`config.mk`:
```
export PLATFORM = sky130hd
export DESIGN_NAME = tlut_temporal_mac
export DESIGN_NICKNAME = d
export VERILOG_FILES = /design/src/rtl/tlut_temporal_mac_pkg.sv /design/src/rtl/tlut_temporal_mac_down_counter.sv /design/src/rtl/tlut_temporal_mac.sv
export SDC_FILE = /design/constraint.sdc
export NUM_CORES = 1
export LEC_CHECK = 0
export ABC_AREA = 1
export CORE_ASPECT_RATIO = 0.8
export CORE_MARGIN = 2
export CORE_UTILIZATION = 51
export CTS_CLUSTER_DIAMETER = 60
export DETAILED_ROUTE_END_ITERATION = 12
export GPL_TIMING_DRIVEN = 1
export PLACE_DENSITY = 0.79
export SYNTH_ARGS = -nofsm -noshare
export SYNTH_HDL_FRONTEND = slang
export SYNTH_SLANG_ARGS = --single-unit
```
`constraint.sdc`:
```
create_clock -name clk -period 2 [get_ports clk]
set_clock_uncertainty 0.05 [all_clocks]
set_input_delay 0.6 -clock clk [delete_from_list [all_inputs] [get_ports clk]]
set_output_delay 0.6 -clock clk [all_outputs]
set_load 0.02 [all_outputs]
```
`src/rtl/tlut_temporal_mac_pkg.sv`:
```
// tlut_pkg: shared state type and default operand widths for the temporal-LUT multiplier
package tlut_pkg;
  typedef enum logic [1:0] {IDLE, RUN, DONE} tlut_mac_state_t;
  localparam int A_WIDTH_DEF = 2;
  localparam int B_WIDTH_DEF = 8;
endpackage

```
`src/rtl/tlut_temporal_mac_down_counter.sv`:
```
// tlut_down_counter: loadable down counter with a cnt==1 flag
// ports: clk, rst_n (async, active-low), load/load_val, dec in; cnt, last out
module tlut_down_counter #(
  parameter int W = 2
) (
  input  logic         clk,
  input  logic         rst_n,
  input  logic         load,
  input  logic [W-1:0] load_val,
  input  logic         dec,
  output logic [W-1:0] cnt,
  output logic         last
);
  always_ff @(posedge clk or negedge rst_n)
    if (!rst_n) cnt <= '0;
    else if (load) cnt <= load_val;
    else if (dec) cnt <= cnt - 1'b1;
  assign last = cnt == W'(1);
endmodule

```
`src/rtl/tlut_temporal_mac.sv`:
```
// tlut_temporal_mac: forms a*b by adding b once per clock for a cycles, valid/ready in and out
// ports: clk, rst_n (async, active-low); in_valid/in_ready, a_in, b_in; out_valid/out_ready, product
// option: TLUT_MAC_OVERLAP_EN lets a new operand pair be accepted in the same cycle the product leaves
module tlut_temporal_mac
  import tlut_pkg::*;
#(
  parameter int A_WIDTH = A_WIDTH_DEF,
  parameter int B_WIDTH = B_WIDTH_DEF
) (
  input  logic                       clk,
  input  logic                       rst_n,
  input  logic                       in_valid,
  output logic                       in_ready,
  input  logic [A_WIDTH-1:0]         a_in,
  input  logic [B_WIDTH-1:0]         b_in,
  output logic                       out_valid,
  input  logic                       out_ready,
  output logic [A_WIDTH+B_WIDTH-1:0] product
);
  localparam int P_WIDTH = A_WIDTH + B_WIDTH;
  tlut_mac_state_t state, state_nx, load_st;
  logic [B_WIDTH-1:0] b_q;
  logic [P_WIDTH-1:0] acc;
  logic [A_WIDTH-1:0] cnt;
  logic last, accept, run;
  assign accept = in_valid && in_ready;
  assign run = state == RUN;
  assign load_st = (a_in == '0) ? DONE : RUN;
  assign out_valid = state == DONE;
  assign product = acc;
  tlut_down_counter #(.W(A_WIDTH)) u_cnt (
    .clk      (clk),
    .rst_n    (rst_n),
    .load     (accept),
    .load_val (a_in),
    .dec      (run && cnt != '0),
    .cnt      (cnt),
    .last     (last)
  );
  always_comb begin
`ifdef TLUT_MAC_OVERLAP_EN
    in_ready = (state == IDLE) || (state == DONE && out_ready);
`else
    in_ready = state == IDLE;
`endif
    state_nx = accept ? load_st
             : (run && last) ? DONE
             : (out_valid && out_ready) ? IDLE
             : state;
  end
  always_ff @(posedge clk or negedge rst_n)
    if (!rst_n) state <= IDLE;
    else state <= state_nx;
  always_ff @(posedge clk or negedge rst_n)
    if (!rst_n) begin
      acc <= '0;
      b_q <= '0;
    end else if (accept) begin
      acc <= '0;
      b_q <= b_in;
    end else if (run) acc <= acc + P_WIDTH'(b_q);
endmodule

```
; After elaboration in Yosys (flattened, before gate mapping)
; Cells that the tools add are included.
; Widths: inputs -> output; s select.
[word_totals]
reg_bits = 22
elab_cells = 27
in_bits = 14
out_inout_bits = 12
[classes]
eq_ne = 3
n_addsub = 2
mux = 8
reduce_logical = 10
[ops]
columns = cell, n
row1 = $mux 10, 2
row2 = $mux 2, 6
row3 = $add 10x8->10, 1
row4 = $reduce_bool 2->1, 3
row5 = $eq 2x1->1 const B, 2
row6 = $logic_and 1x1->1, 4
row7 = $logic_not 2->1, 2
row8 = $reduce_bool 3->1, 1
row9 = $eq 2x2->1 const B, 1
row10 = $sub 2x1->2 const B, 1

; Longest topological paths before layout
[logic_depth]
word_depth = 5
depth_mapped = 9

; Modules after synthesis
; Synthesis repeated with hierarchy kept, for this count alone.
[hier_totals]
hier_cells = 178
area_unflattened_um2 = 1355.0
[modules_own_cells]
columns = mod, seq_area_each_um2, area_per_inst_um2, n_inst, cells_per_inst
row1 = tlut_temporal_mac, 500.5, 1236.2, 1, 164
row2 = tlut_down_counter, 50.0, 118.9, 1, 14

; Least setup slack after synthesis
; No wires, ideal clock.
[synth_timing]
path_kind = reg-to-reg
startpoint = register acc[0] (netlist: product[0])
endpoint = register acc[8] (netlist: product[8])
stages_incl_launch_ff = 9
arrival_ps = 1536
synth_period_minus_slack_ps = 1706
setup_slack_ps = 294
required_time_ps = 1830
setup_time_ps = 120
n_path_buf = 0
cell_sequence = dfrtp_1 ha_1 fa_1 nand3_1 nand2_1 nand2_1 nand2_1 a21oi_1 nor2_1
[synth_between]
elab_chain_cells = 3
[synth_lines]
columns = item, line
row1 = from (decl), tlut_temporal_mac.sv:23  ; logic [P_WIDTH-1:0] acc;
row2 = from (signal assigned), tlut_temporal_mac.sv:61  ; end else if (run) acc <= acc + P_WIDTH'(b_q);
row3 = $add 10x8->10, tlut_temporal_mac.sv:61
row4 = $mux 10, tlut_temporal_mac.sv:61
row5 = $mux 10, tlut_temporal_mac.sv:58  ; end else if (accept) begin
; Every way passes these cells. The select of a mux whose other input is x is not followed.
; A chain may end at the register's enable or synchronous reset.

; Worst setup path in the final report
[layout_timing]
startpoint = register state[0]
endpoint = output in_ready
[layout_between]
elab_chain_cells = 1
[layout_lines]
columns = item, line
row1 = from (decl), tlut_temporal_mac.sv:21  ; tlut_mac_state_t state, state_nx, load_st;
row2 = from (signal assigned), tlut_temporal_mac.sv:53  ; else state <= state_nx;
row3 = $logic_not 2->1, tlut_temporal_mac.sv:44  ; in_ready = state == IDLE;
row4 = to (decl), tlut_temporal_mac.sv:13  ; output logic in_ready,
; Every way passes these cells.

==> impl_metrics.toml <==
[placement]
placed_area_sq_um = 1620
place_congestion = 0.838
place_hpwl_mm = 2.23
io_buffers = 25
placed_cells = 235

[synthesis]
synth_area_leaders = "dfrtp_1 (42%), nand2_1 (21%), ha_1 (9.5%)"
syn_area_sq_um = 1320
yosysUniqueCellTypes = 22
synth_seq_cells = 22
synth.avg_cell_area_sq_um = 7.63
synth_top_area_frac = 0.417
syn_nets = 198
synth_area_leader_cell = "dfrtp_1"
yosys_warnings = 0
synth_cells = 173
yosysSeqAreaShare = 0.417

[clocking]
path_clk_slew_ps = 130
cts_tree = "built"
clockBufferDepth = 2
cts_made_buffers = 3
cts_sinks = 22
clock_latency_ps = 310
ctsHoldBuffers = 0
h-tree-depth = 1
root_buffer = "clkbuf_4"

[global_routing]
grt_start_max_net_pins = 23
first_global_vias = 1166
track_usage = 0.222
grt_first_pass_wirelength_mm = 5.02
grt-ovfl-total = 0
antenna_found_initial = 0

[die]
core_area_sq_um = 2460
die-width_um = 60.9
die_h_um = 49.5
die_area_sq_um = 3010
initial_utilization = 0.536
row_count = 16
ioPinCount = 26

[timing]
finalSetupViolations = 0
worst_pin_slew_ps = 386
timing.final.crit_share = 0.964
min_period_ps = 1930
drv_slew = 0
setup-tns-final_ps = 0
hold_viol = 0
slew_headroom = 0.742
timing.fmax_mhz = 519
rsz0062_at_grt = "no"

[setup_path]
r2r-end = "product[8]$_DFFE_PN0P_"
cpMaxStageDelayCell = "dfrtp_1"
r2r_start = "product[0]$_DFFE_PN0P_"
endpoint_kind = "primary output"
rrSetupSlack_ps = 220
worstPathRequired_ps = 1350
path_delay_family = "flip-flops"
crit_chain = "nor2_2 > dlygate4sd2_1"
worstPathMaxFanout = 4
cp-startpoint = "state[0]$_DFFE_PN0P_"
arrival_ps = 1280
rr_worst_depth = 8
worst-path-buf-inv = 1
critPathKind = "flip-flop to primary output"
crit_path_start_kind = "flip-flop"
crit_path_max_incr_delay_ps = 450

[detailed_routing]
drc_errors = 0
dr.pass1.iters = 4
avgRoutedWirePerCell_um = 12.3
ant_nets = 0
finalWirelength_mm = 2.96
route.vias.total = 1219
via_per_inst = 5.08
first_iter_violations = 55

[cells_and_area]
seqCellArea_sq_um = 551
fin_area_sq_um = 1680
n_antenna_cell = 0
syn2layout_area_growth_pct = 27.1
drive_gt1_frac = 0.0882
multi_input_area_sq_um = 686
finalNetCount = 230
fill_cells = 221
post_layout_nonfiller_instances = 240

[hold_path]
hold_end = "b_q[5]$_DFFE_PN0P_"
holdCritPathClass = "flip-flop to flip-flop"
hold_start = "b_q[5]$_DFFE_PN0P_"
holdPathStages = 2

[power]
powerDensity_nw_per_um2 = 1710
p_leak_nw = 0.961
vdd_drop_max_v = 0.000885

[outcome]
outcome = "complete, no violations"

[flow_run]
cap_violations = 0
-- what timing repair did --
action / 4_1_cts / 5_1_grt
resized for setup: 9 / 3
hold endpoints to repair: 0 / 0
setup endpoints to repair: 9 / 3
setup buffers: 1 / 0
-- where the power goes --
group	internal, mW	switching, mW
Sequential	0.659	0.183
Clock	0.203	0.145
Combinational	0.665	1.02
Total	1.53	1.35
-- worst reg2reg max path, stage by stage, from the launching register on --
cell,delay [ps]
dfrtp_1,440
ha_1,240
fa_1,420
nand3_1,110
nand2_1,110
nand2_1,80
nand2_1,60
a21oi_1,120
nor2_1,60
-- cell usage after synthesis --
library cell	number
buf_6	1
a22o_2	2
nor2_4	2
o21ai_1	6
nor2_2	1
ha_1	10
nand3_1	8
nor2_1	9
nand2_2	1
buf_2	1
dfrtp_1	22
o21ai_0	4
a21oi_1	7
inv_1	16
inv_2	2
nand3b_1	2
fa_1	1
nand2_4	1
a21oi_2	1
or2_1	1
a22oi_1	1
nand2_1	74
-- sequential cells by signal, summed over array words and instances (netlist names) --
signal	flops
product	10
b_q	8
state	2
u_cnt.cnt	2
-- logic make-up (layout without fill, tap and decap cells) --
group           after synthesis  after routing  share of synthesized area
simple gates                 99             99                      0.318
flops                        22             22                      0.417
compound gates               21             21                     0.0919
buf+inv                      20             51                     0.0635
fa+ha+maj                    11             11                      0.110
-- worst max-delay path by stage --
stage | end | slack, ps | depth (start not counted)
after global routing | in_ready | 20 | 2
after floorplan | product[8]$_DFFE_PN0P_ | 290 | 8
after global placement | out_valid | 200 | 3
after CTS | product[7] | 10 | 1
final | in_ready | 70 | 2
after detailed placement | in_ready | 160 | 2
-- metrics by stage --
stage	util	hold WS [ps]	worst slack, ps	total power, mW
6_report	0.681	461	71.4	2.87
5_1_grt	0.681	495	20.9	3.16
4_1_cts	0.678	460	13.2	2.89
3_5_place_dp	0.659	426	157	2.57
3_3_place_gp	0.659	421	200	2.49
2_1_floorplan	-	254	294	2.04
-- placed cells by master (no fill, tap or decap), types with 2 or more instances in the layout --
cell type | netlist | routed
dfrtp_1 | 22 | 22
nand3_1 | 8 | 8
a21oi_1 | 7 | 7
dlygate4sd2_1 | 0 | 9
clkbuf_4 | 0 | 3
o21ai_1 | 6 | 6
nand3b_1 | 2 | 2
clkdlybuf4s50_1 | 0 | 13
nor2_4 | 2 | 2
buf_4 | 0 | 4
o21ai_0 | 4 | 4
inv_1 | 16 | 16
a22o_2 | 2 | 2
nand2_1 | 74 | 74
ha_1 | 10 | 10
inv_2 | 2 | 2
dlymetal6s2s_1 | 0 | 3
nor2_1 | 9 | 9
-- metal layers --
metal  part of all wire  vias up  track usage  routed length, um
li1                   -      612            -                  -
met3              0.052        4       0.0499                153
met1               0.46      567        0.290               1360
met4              0.010        0       0.0616                 31
met2               0.48       36        0.364               1420
met5                  0        -            0                  0
-- area by class of cell --
| class | instances | share of cell area |
|---|---|---|
| flip-flops and latches | 22 | 0.328 |
| inverters | 18 | 0.0403 |
| clock buffers | 3 | 0.0134 |
| multi-input cells | 131 | 0.409 |
| repair buffers | 29 | 0.165 |
| clock inverters | 1 | 0.0179 |
| well taps | 36 | 0.0268 |
Power figures use the tool's default switching activity.
